### src/rtl/cache_mem_arbiter_pkg.sv
// Shared definitions for the cache-to-memory arbiter and the caches that sit
// around it: line/address widths, FSM state encoding and a sizing helper.
package cache_mem_arbiter_pkg;

    localparam int ARB_ADDR_W = 28;   // line address, byte address bits [31:4]
    localparam int ARB_LINE_W = 128;  // one cache line

    localparam logic [1:0] S_IDLE    = 2'd0;
    localparam logic [1:0] S_SERVE_I = 2'd1;
    localparam logic [1:0] S_SERVE_D = 2'd2;
    localparam logic [1:0] S_RESP    = 2'd3;

    typedef enum logic [1:0] {
        ST_IDLE    = S_IDLE,
        ST_SERVE_I = S_SERVE_I,
        ST_SERVE_D = S_SERVE_D,
        ST_RESP    = S_RESP
    } arb_state_t;

    // Bits needed to hold a streak count of 0..limit.
    function automatic int streak_width(input int limit);
        return (limit < 1) ? 1 : $clog2(limit + 1);
    endfunction

endpackage

### src/rtl/cache_mem_arbiter_arb_priority_pick.sv
// Combinational winner selection: D-cache wins unless the I-cache has been
// passed over STARVE_LIMIT times in a row while waiting.
module arb_priority_pick #(
    parameter int STARVE_LIMIT = 2,
    parameter int STREAK_W     = 2
) (
    input  logic                i_req,
    input  logic                d_req_read,
    input  logic                d_req_write,
    input  logic [STREAK_W-1:0] streak,
    output logic                grant_i,
    output logic                grant_d,
    output logic                d_is_write
);

    localparam logic [STREAK_W-1:0] LIMIT = STREAK_W'(STARVE_LIMIT);

    logic d_any;

    // Priority decision; a write-back outranks a refill on the D side.
    always_comb begin
        d_any      = d_req_read | d_req_write;
        grant_d    = d_any & (~i_req | (streak < LIMIT));
        grant_i    = i_req & ~grant_d;
        d_is_write = d_req_write;
    end

endmodule

### src/rtl/cache_mem_arbiter.sv
// Shares the single main-memory port between the I-cache refill path and the
// D-cache refill/write-back path. One transaction at a time; every
// memory-side output and every cache-side response comes from a register.
module cache_mem_arbiter
    import cache_mem_arbiter_pkg::*;
#(
    parameter int ADDR_W       = ARB_ADDR_W,
    parameter int LINE_W       = ARB_LINE_W,
    parameter int STARVE_LIMIT = 2
) (
    input  logic              clk,
    input  logic              rst_n,
    input  logic              i_req,
    input  logic [ADDR_W-1:0] i_addr,
    output logic [LINE_W-1:0] i_rdata,
    output logic              i_ready,
    input  logic              d_req_read,
    input  logic              d_req_write,
    input  logic [ADDR_W-1:0] d_addr,
    input  logic [LINE_W-1:0] d_wdata,
    output logic [LINE_W-1:0] d_rdata,
    output logic              d_ready,
    output logic              mem_read,
    output logic              mem_write,
    output logic [ADDR_W-1:0] mem_addr,
    output logic [LINE_W-1:0] mem_wdata,
    input  logic [LINE_W-1:0] mem_rdata,
    input  logic              mem_ready,
    output logic              busy
);

    localparam int                  STREAK_W     = streak_width(STARVE_LIMIT);
    localparam logic [STREAK_W-1:0] STREAK_LIMIT = STREAK_W'(STARVE_LIMIT);

    arb_state_t          state_reg, state_next;
    logic [STREAK_W-1:0] streak_reg;
    logic                mem_read_reg, mem_write_reg;
    logic [ADDR_W-1:0]   mem_addr_reg;
    logic [LINE_W-1:0]   mem_wdata_reg;
    logic [LINE_W-1:0]   i_rdata_reg, d_rdata_reg;
    logic                i_ready_reg, d_ready_reg;
    logic                grant_i, grant_d, d_is_write;

    arb_priority_pick #(
        .STARVE_LIMIT (STARVE_LIMIT),
        .STREAK_W     (STREAK_W)
    ) u_pick (
        .i_req       (i_req),
        .d_req_read  (d_req_read),
        .d_req_write (d_req_write),
        .streak      (streak_reg),
        .grant_i     (grant_i),
        .grant_d     (grant_d),
        .d_is_write  (d_is_write)
    );

    // State register.
    always_ff @(posedge clk) begin
        if (!rst_n) begin
            state_reg <= ST_IDLE;
        end else begin
            state_reg <= state_next;
        end
    end

    // Next state: grant from IDLE, wait for memory, one response cycle, back.
    always_comb begin
        state_next = state_reg;
        case (state_reg)
            ST_IDLE: begin
                if (grant_d) begin
                    state_next = ST_SERVE_D;
                end else if (grant_i) begin
                    state_next = ST_SERVE_I;
                end
            end
            ST_SERVE_I, ST_SERVE_D: begin
                if (mem_ready) begin
                    state_next = ST_RESP;
                end
            end
            ST_RESP: state_next = ST_IDLE;
            default: state_next = ST_IDLE;
        endcase
    end

    // Memory command, streak counter, line capture and the ready pulses.
    always_ff @(posedge clk) begin
        if (!rst_n) begin
            streak_reg    <= '0;
            mem_read_reg  <= 1'b0;
            mem_write_reg <= 1'b0;
            mem_addr_reg  <= '0;
            mem_wdata_reg <= '0;
            i_rdata_reg   <= '0;
            d_rdata_reg   <= '0;
            i_ready_reg   <= 1'b0;
            d_ready_reg   <= 1'b0;
        end else begin
            i_ready_reg <= 1'b0;
            d_ready_reg <= 1'b0;
            case (state_reg)
                ST_IDLE: begin
                    if (grant_d) begin
                        mem_addr_reg  <= d_addr;
                        mem_wdata_reg <= d_wdata;
                        mem_write_reg <= d_is_write;
                        mem_read_reg  <= ~d_is_write;
                        // Only a D win that leaves the I-cache waiting extends the streak.
                        if (i_req) begin
                            streak_reg <= (streak_reg >= STREAK_LIMIT) ? STREAK_LIMIT
                                                                       : streak_reg + 1'b1;
                        end else begin
                            streak_reg <= '0;
                        end
                    end else if (grant_i) begin
                        mem_addr_reg  <= i_addr;
                        mem_read_reg  <= 1'b1;
                        mem_write_reg <= 1'b0;
                        streak_reg    <= '0;
                    end
                end
                ST_SERVE_I: begin
                    if (mem_ready) begin
                        mem_read_reg <= 1'b0;
                        i_rdata_reg  <= mem_rdata;
                        i_ready_reg  <= 1'b1;
                    end
                end
                ST_SERVE_D: begin
                    if (mem_ready) begin
                        mem_read_reg  <= 1'b0;
                        mem_write_reg <= 1'b0;
                        // A write-back returns no line; keep the last refill.
                        if (mem_read_reg) begin
                            d_rdata_reg <= mem_rdata;
                        end
                        d_ready_reg <= 1'b1;
                    end
                end
                default: ;
            endcase
        end
    end

    assign mem_read  = mem_read_reg;
    assign mem_write = mem_write_reg;
    assign mem_addr  = mem_addr_reg;
    assign mem_wdata = mem_wdata_reg;
    assign i_rdata   = i_rdata_reg;
    assign d_rdata   = d_rdata_reg;
    assign i_ready   = i_ready_reg;
    assign d_ready   = d_ready_reg;
    assign busy      = (state_reg != ST_IDLE);

endmodule

### config.mk
export PLATFORM = sky130hd
export DESIGN_NAME = cache_mem_arbiter
export DESIGN_NICKNAME = d
export VERILOG_FILES = /design/src/rtl/cache_mem_arbiter_pkg.sv /design/src/rtl/cache_mem_arbiter_arb_priority_pick.sv /design/src/rtl/cache_mem_arbiter.sv
export SDC_FILE = /design/constraint.sdc
export NUM_CORES = 1
export LEC_CHECK = 0
export CAP_MARGIN = 20
export CELL_PAD_IN_SITES_DETAIL_PLACEMENT = 1
export CELL_PAD_IN_SITES_GLOBAL_PLACEMENT = 2
export CORE_AREA = 2 2 290 292
export DETAILED_ROUTE_END_ITERATION = 12
export DIE_AREA = 0 0 292 294
export HOLD_SLACK_MARGIN = 0.02
export PLACE_DENSITY = 0.76
export SLEW_MARGIN = 30
export SYNTH_ARGS = -nofsm -noshare
export SYNTH_HDL_FRONTEND = slang
export SYNTH_SLANG_ARGS = --single-unit
### constraint.sdc
create_clock -name clk -period 1.71 [get_ports clk]
set_input_delay 0.342 -clock clk [delete_from_list [all_inputs] [get_ports clk]]
set_output_delay 0.342 -clock clk [all_outputs]
set_load 0.05 [all_outputs]
==> flow_results.org <==
** Status
- Outcome :: complete, no violations

** Final layout
- Of the cells placed in the final design, the portion with a size suffix greater than 1 is 0.238.
- Measured on the finished design, the core utilization comes to 0.307.
- The net count of the finished layout is 2956.
- Relative to the synthesized area, the layout overhead comes to 68.7%.

** Place
- RD Place Congestion :: just over 0.8
- Post-DP HPWL :: 54.7 mm
- Number of buffers added on ports :: 734

** Setup path
- Critical Path, Cell by Cell :: inv_2 -> ha_4 -> inv_4 -> buf_12
- At the worst endpoint, the arrival time is between 1 and 1.5 ns.
- Critical setup path kind :: reg2out
- The worst setup path is captured at an output port.
- End of the worst register-to-register path :: mem_write$_SDFFE_PN0P_
- For this design, the slowest cell found on the critical path is sky130_fd_sc_hd__dfxtp_2.
- Worst r2r src :: state_reg[0]$_SDFFE_PN0P_
- Launching element of the worst setup path :: state_reg[0]$_SDFFE_PN0P_
- For this run, the slowest stage of the critical path takes 0.34 ns.
- Internal reg-to-reg setup slack :: roughly 0.090 ns
- Counting cells, the worst reg-to-reg path comes to 6.
- Of all nets on the critical path, the largest fanout is 4.
- STA classifies the critical path startpoint as a flop.
- Required time at the endpoint of the critical path :: around 1.4 ns

** Timing
- The max-slew violation count is 0.
- Remaining max-slew budget at the tightest pin :: 0.758
- Subtracting the final worst setup slack from the clock period gives ~1.7 ns.
- Timing would allow up to 594 MHz.
- Setup-violating endpoint count in the final report :: 0
- Unrepaired setup endpoints after global routing :: yes
- Worst-Margin Slew :: 0.364 ns
- Between clock sinks in the finished design, the worst skew comes to between 0.01 and 0.015 ns.
- Total Negative Setup Slacks :: 0 ns
- Final worst-path cycle share :: 0.984
- The number of hold violations in the final report is 0.

** Synth
- Number of warnings printed during yosys synthesis :: 0
- Number of distinct library cells after synthesis :: 34
- Post-Syn Area :: between 15000 and 20000 sq um
- Counting every net in the synthesized netlist gives roughly 2200.
- In this run, synthesis produced a sequential element count of 420.
- A synthesized cell averages 7.96 sq um.
- Sequential fraction of the synthesis area :: 0.557
- Syn Inst Count :: 1899

** Power
- The completed layout was analyzed and its total power is between 30 and 40 mW.
- Lkg Pwr :: 9.94 nW
- Switching share of power :: 0.387
- Internal Power :: between 20 and 25 mW
- For this design the total switching power over the nets is 14.2 mW.
- Of the total power, the clock network draws 0.300.
- VDD sags by at most slightly below 0.0008 V.
- Combinational Power Share :: 0.375
- The share of total power dissipated in sequential elements is 0.325.
- Ratio of total power to cell area :: 1440 nW/um^2

** Floorplan
- Die H :: 294 um
- Total core area :: ~83000 sq um
- The floorplan has 106 rows.
- Area of the die :: between 80000 and 90000 sq um
- The die is 292 um wide.
- For this configuration, the core starts out at a cell density of 0.182.
- around 740 I/O pins were placed.

** Routing
- Detail Route Antenna Nets :: 0
- Drt wl/cell :: 19.2 um
- First-pass iteration count of the detailed router :: 4
- DRC violations left :: 0
- Dividing the detail-routed via count by the number of cells gives roughly 4.4.
- Vias post-DR :: 16500
- For this block, the initial DRC count from the detailed router was 581.
- After detailed routing, the total wire length is 72.1 mm.

** Global route
- Total track usage :: 0.160
- Antenna violations before repair :: 6
- Global-route wire length before repair :: 108 mm
- Entering global routing, the biggest net connects between 50 and 60 pins.
- The total overflow left after global routing is 0.
- The via count of the first global-routing pass is approximately 18000.

** Clocking
- The H-tree generated during clock tree synthesis spans 2 levels.
- TritonCTS built the clock tree.
- Total of hold buffers inserted after clock tree synthesis :: 0
- The longest clock path from root to sink contains 3 buffers.
- Root buf cell :: sky130_fd_sc_hd__clkbuf_16
- Post-CTS clock slew at the launch and capture registers of the worst setup and hold paths :: roughly 0.060 ns
- For the worst-skew pair, the clock arrives at the later sink with an insertion delay of 0.57 ns.
- In this run, CTS created clock tree buffers numbering 50.
- The tree built by TritonCTS fans out to 420 sinks.

** Min path
- Path type of the worst min-delay path :: in2reg
- The worst hold path was traced through 3 stages.
- Endpoint, Worst Hold :: mem_wdata[50]$_SDFFE_PN0P_
- The worst hold path begins at d_wdata[50].

** Flow run
- MaxCap Viol Count :: 0
==> cells in the mapped netlist (all sizes together) <==
| cell | count | area share |
|---|---|---|
| nand2 | 570 | 0.14 |
| dfxtp | 420 | 0.56 |
| a21oi | 388 | 0.13 |
| o21ai | 160 | 0.053 |
| nand3 | 129 | 0.043 |
| clkbuf | 110 | 0.027 |
| buf | 62 | 0.021 |
| a31oi | 28 | 0.012 |
| inv | 4 | 0.00099 |
| ha | 3 | 0.0025 |
| nor2 | 3 | 0.00075 |
| and2 | 2 | 0.00099 |
| and3 | 2 | 0.00083 |
| nand2b | 2 | 0.00083 |
| or4b | 2 | 0.0013 |
| a2111o | 1 | 0.00075 |
| a21boi | 1 | 0.00050 |
| a2bb2oi | 1 | 0.00099 |
| mux2i | 1 | 0.00066 |
| nand4b | 1 | 0.00058 |
| nor2b | 1 | 0.00041 |
| nor4b | 1 | 0.00099 |
| o211ai | 1 | 0.00050 |
| o21a | 1 | 0.00050 |
| o2bb2ai | 1 | 0.00099 |
| o311a | 1 | 0.00066 |
| o31a | 1 | 0.00058 |
| o31ai | 1 | 0.00050 |
| o41ai | 1 | 0.00058 |
==> layout by cell type, fill, tap and decap left out, drive strengths merged, types with 2 or more instances in the layout <==
| cell type | n |
|---|---|
| a21oi | 388 |
| a31oi | 28 |
| and2 | 2 |
| and3 | 2 |
| buf | 539 |
| bufinv | 4 |
| clkbuf | 77 |
| clkdlybuf4s50 | 317 |
| clkinv | 7 |
| clkinvlp | 2 |
| dfxtp | 420 |
| diode | 3 |
| ha | 3 |
| inv | 5 |
| nand2 | 570 |
| nand2b | 2 |
| nand3 | 129 |
| nor2 | 3 |
| o21ai | 160 |
| or4b | 2 |
==> layer usage <==
layer  global-route usage  vias to the layer above  share of wire
li1                     -                     7839              -
met1                0.177                     8018           0.39
met2                0.293                      551           0.50
met3               0.0505                      102          0.079
met4               0.0470                        4          0.026
met5                    0                        -        0.00029
==> power groups by stage <==
stage / Clock [mW] / Sequential, mW / Combinational [mW]
finish: 11.0 / 12.0 / 13.8
global placement: 0 / 12.1 / 13.5
global route: 11.8 / 12.1 / 14.6
detailed placement: 0 / 12.1 / 13.8
floorplan: 0 / 16.4 / 3.59
CTS: 11.4 / 12.0 / 13.9
==> timing repair <==
item,4_1_cts,5_1_grt
pin swaps,1,1
setup buffers,5,0
cloned,0,0
resized for setup,8,2
endpoints found under the setup margin,2,9
==> worst max-delay path by stage <==
| stage | cells past startpoint | slack, ns | to |
|---|---|---|---|
| 2_1_floorplan | 5 | 0.15 | d_rdata[17]$_SDFFE_PN0P_ |
| 3_3_place_gp | 6 | -0.34 | state_reg[1]$_SDFFE_PN0P_ |
| 3_5_place_dp | 6 | -0.35 | state_reg[1]$_SDFFE_PN0P_ |
| 4_1_cts | 4 | -0.03 | busy |
| 5_1_grt | 4 | -0.04 | busy |
| 6_report | 4 | 0.03 | busy |
==> cells by family (layout without fill, tap and decap cells) <==
family | after synthesis | after routing | synth area share
AOI/OAI and AO/OA | 586 | 586 | 0.200
muxes | 1 | 1 | 0.000663
buffers and inverters | 176 | 951 | 0.0493
adders and majority gates | 3 | 3 | 0.00248
DFF | 420 | 420 | 0.557
other | 0 | 3 | 0
and+or+nand+nor | 713 | 713 | 0.191
==> critical path: cells and delay by family (launching register included) <==
kind	cells	cell delay, ns
adder cells (fa/ha/maj)	1	0.18
flip-flops	1	0.34
buffers and inverters	3	0.25
==> stage by stage <==
stage	hold slack [ns]	setup WS (ns)	cell area (sq um)	std cells
after floorplan	0.454	0.147	15100	1899
after global placement	0.442	-0.341	23700	3659
after detailed placement	0.449	-0.354	23700	3659
after CTS	0.269	-0.0312	25500	3754
after global routing	0.300	-0.0389	25500	3755
final	0.320	0.0274	25500	3757
==> final cells by class <==
type | count | area [sq um]
clock buffers | 77 | 1510
well taps | 1080 | 1350
multi-input cells | 1303 | 6020
repair buffers | 856 | 7970
diodes | 3 | 7.51
flip-flops and latches | 420 | 8410
clock inverters | 14 | 179
inverters | 4 | 25.0
fillers | 9793 | 57400
Power figures use the tool's default switching activity.
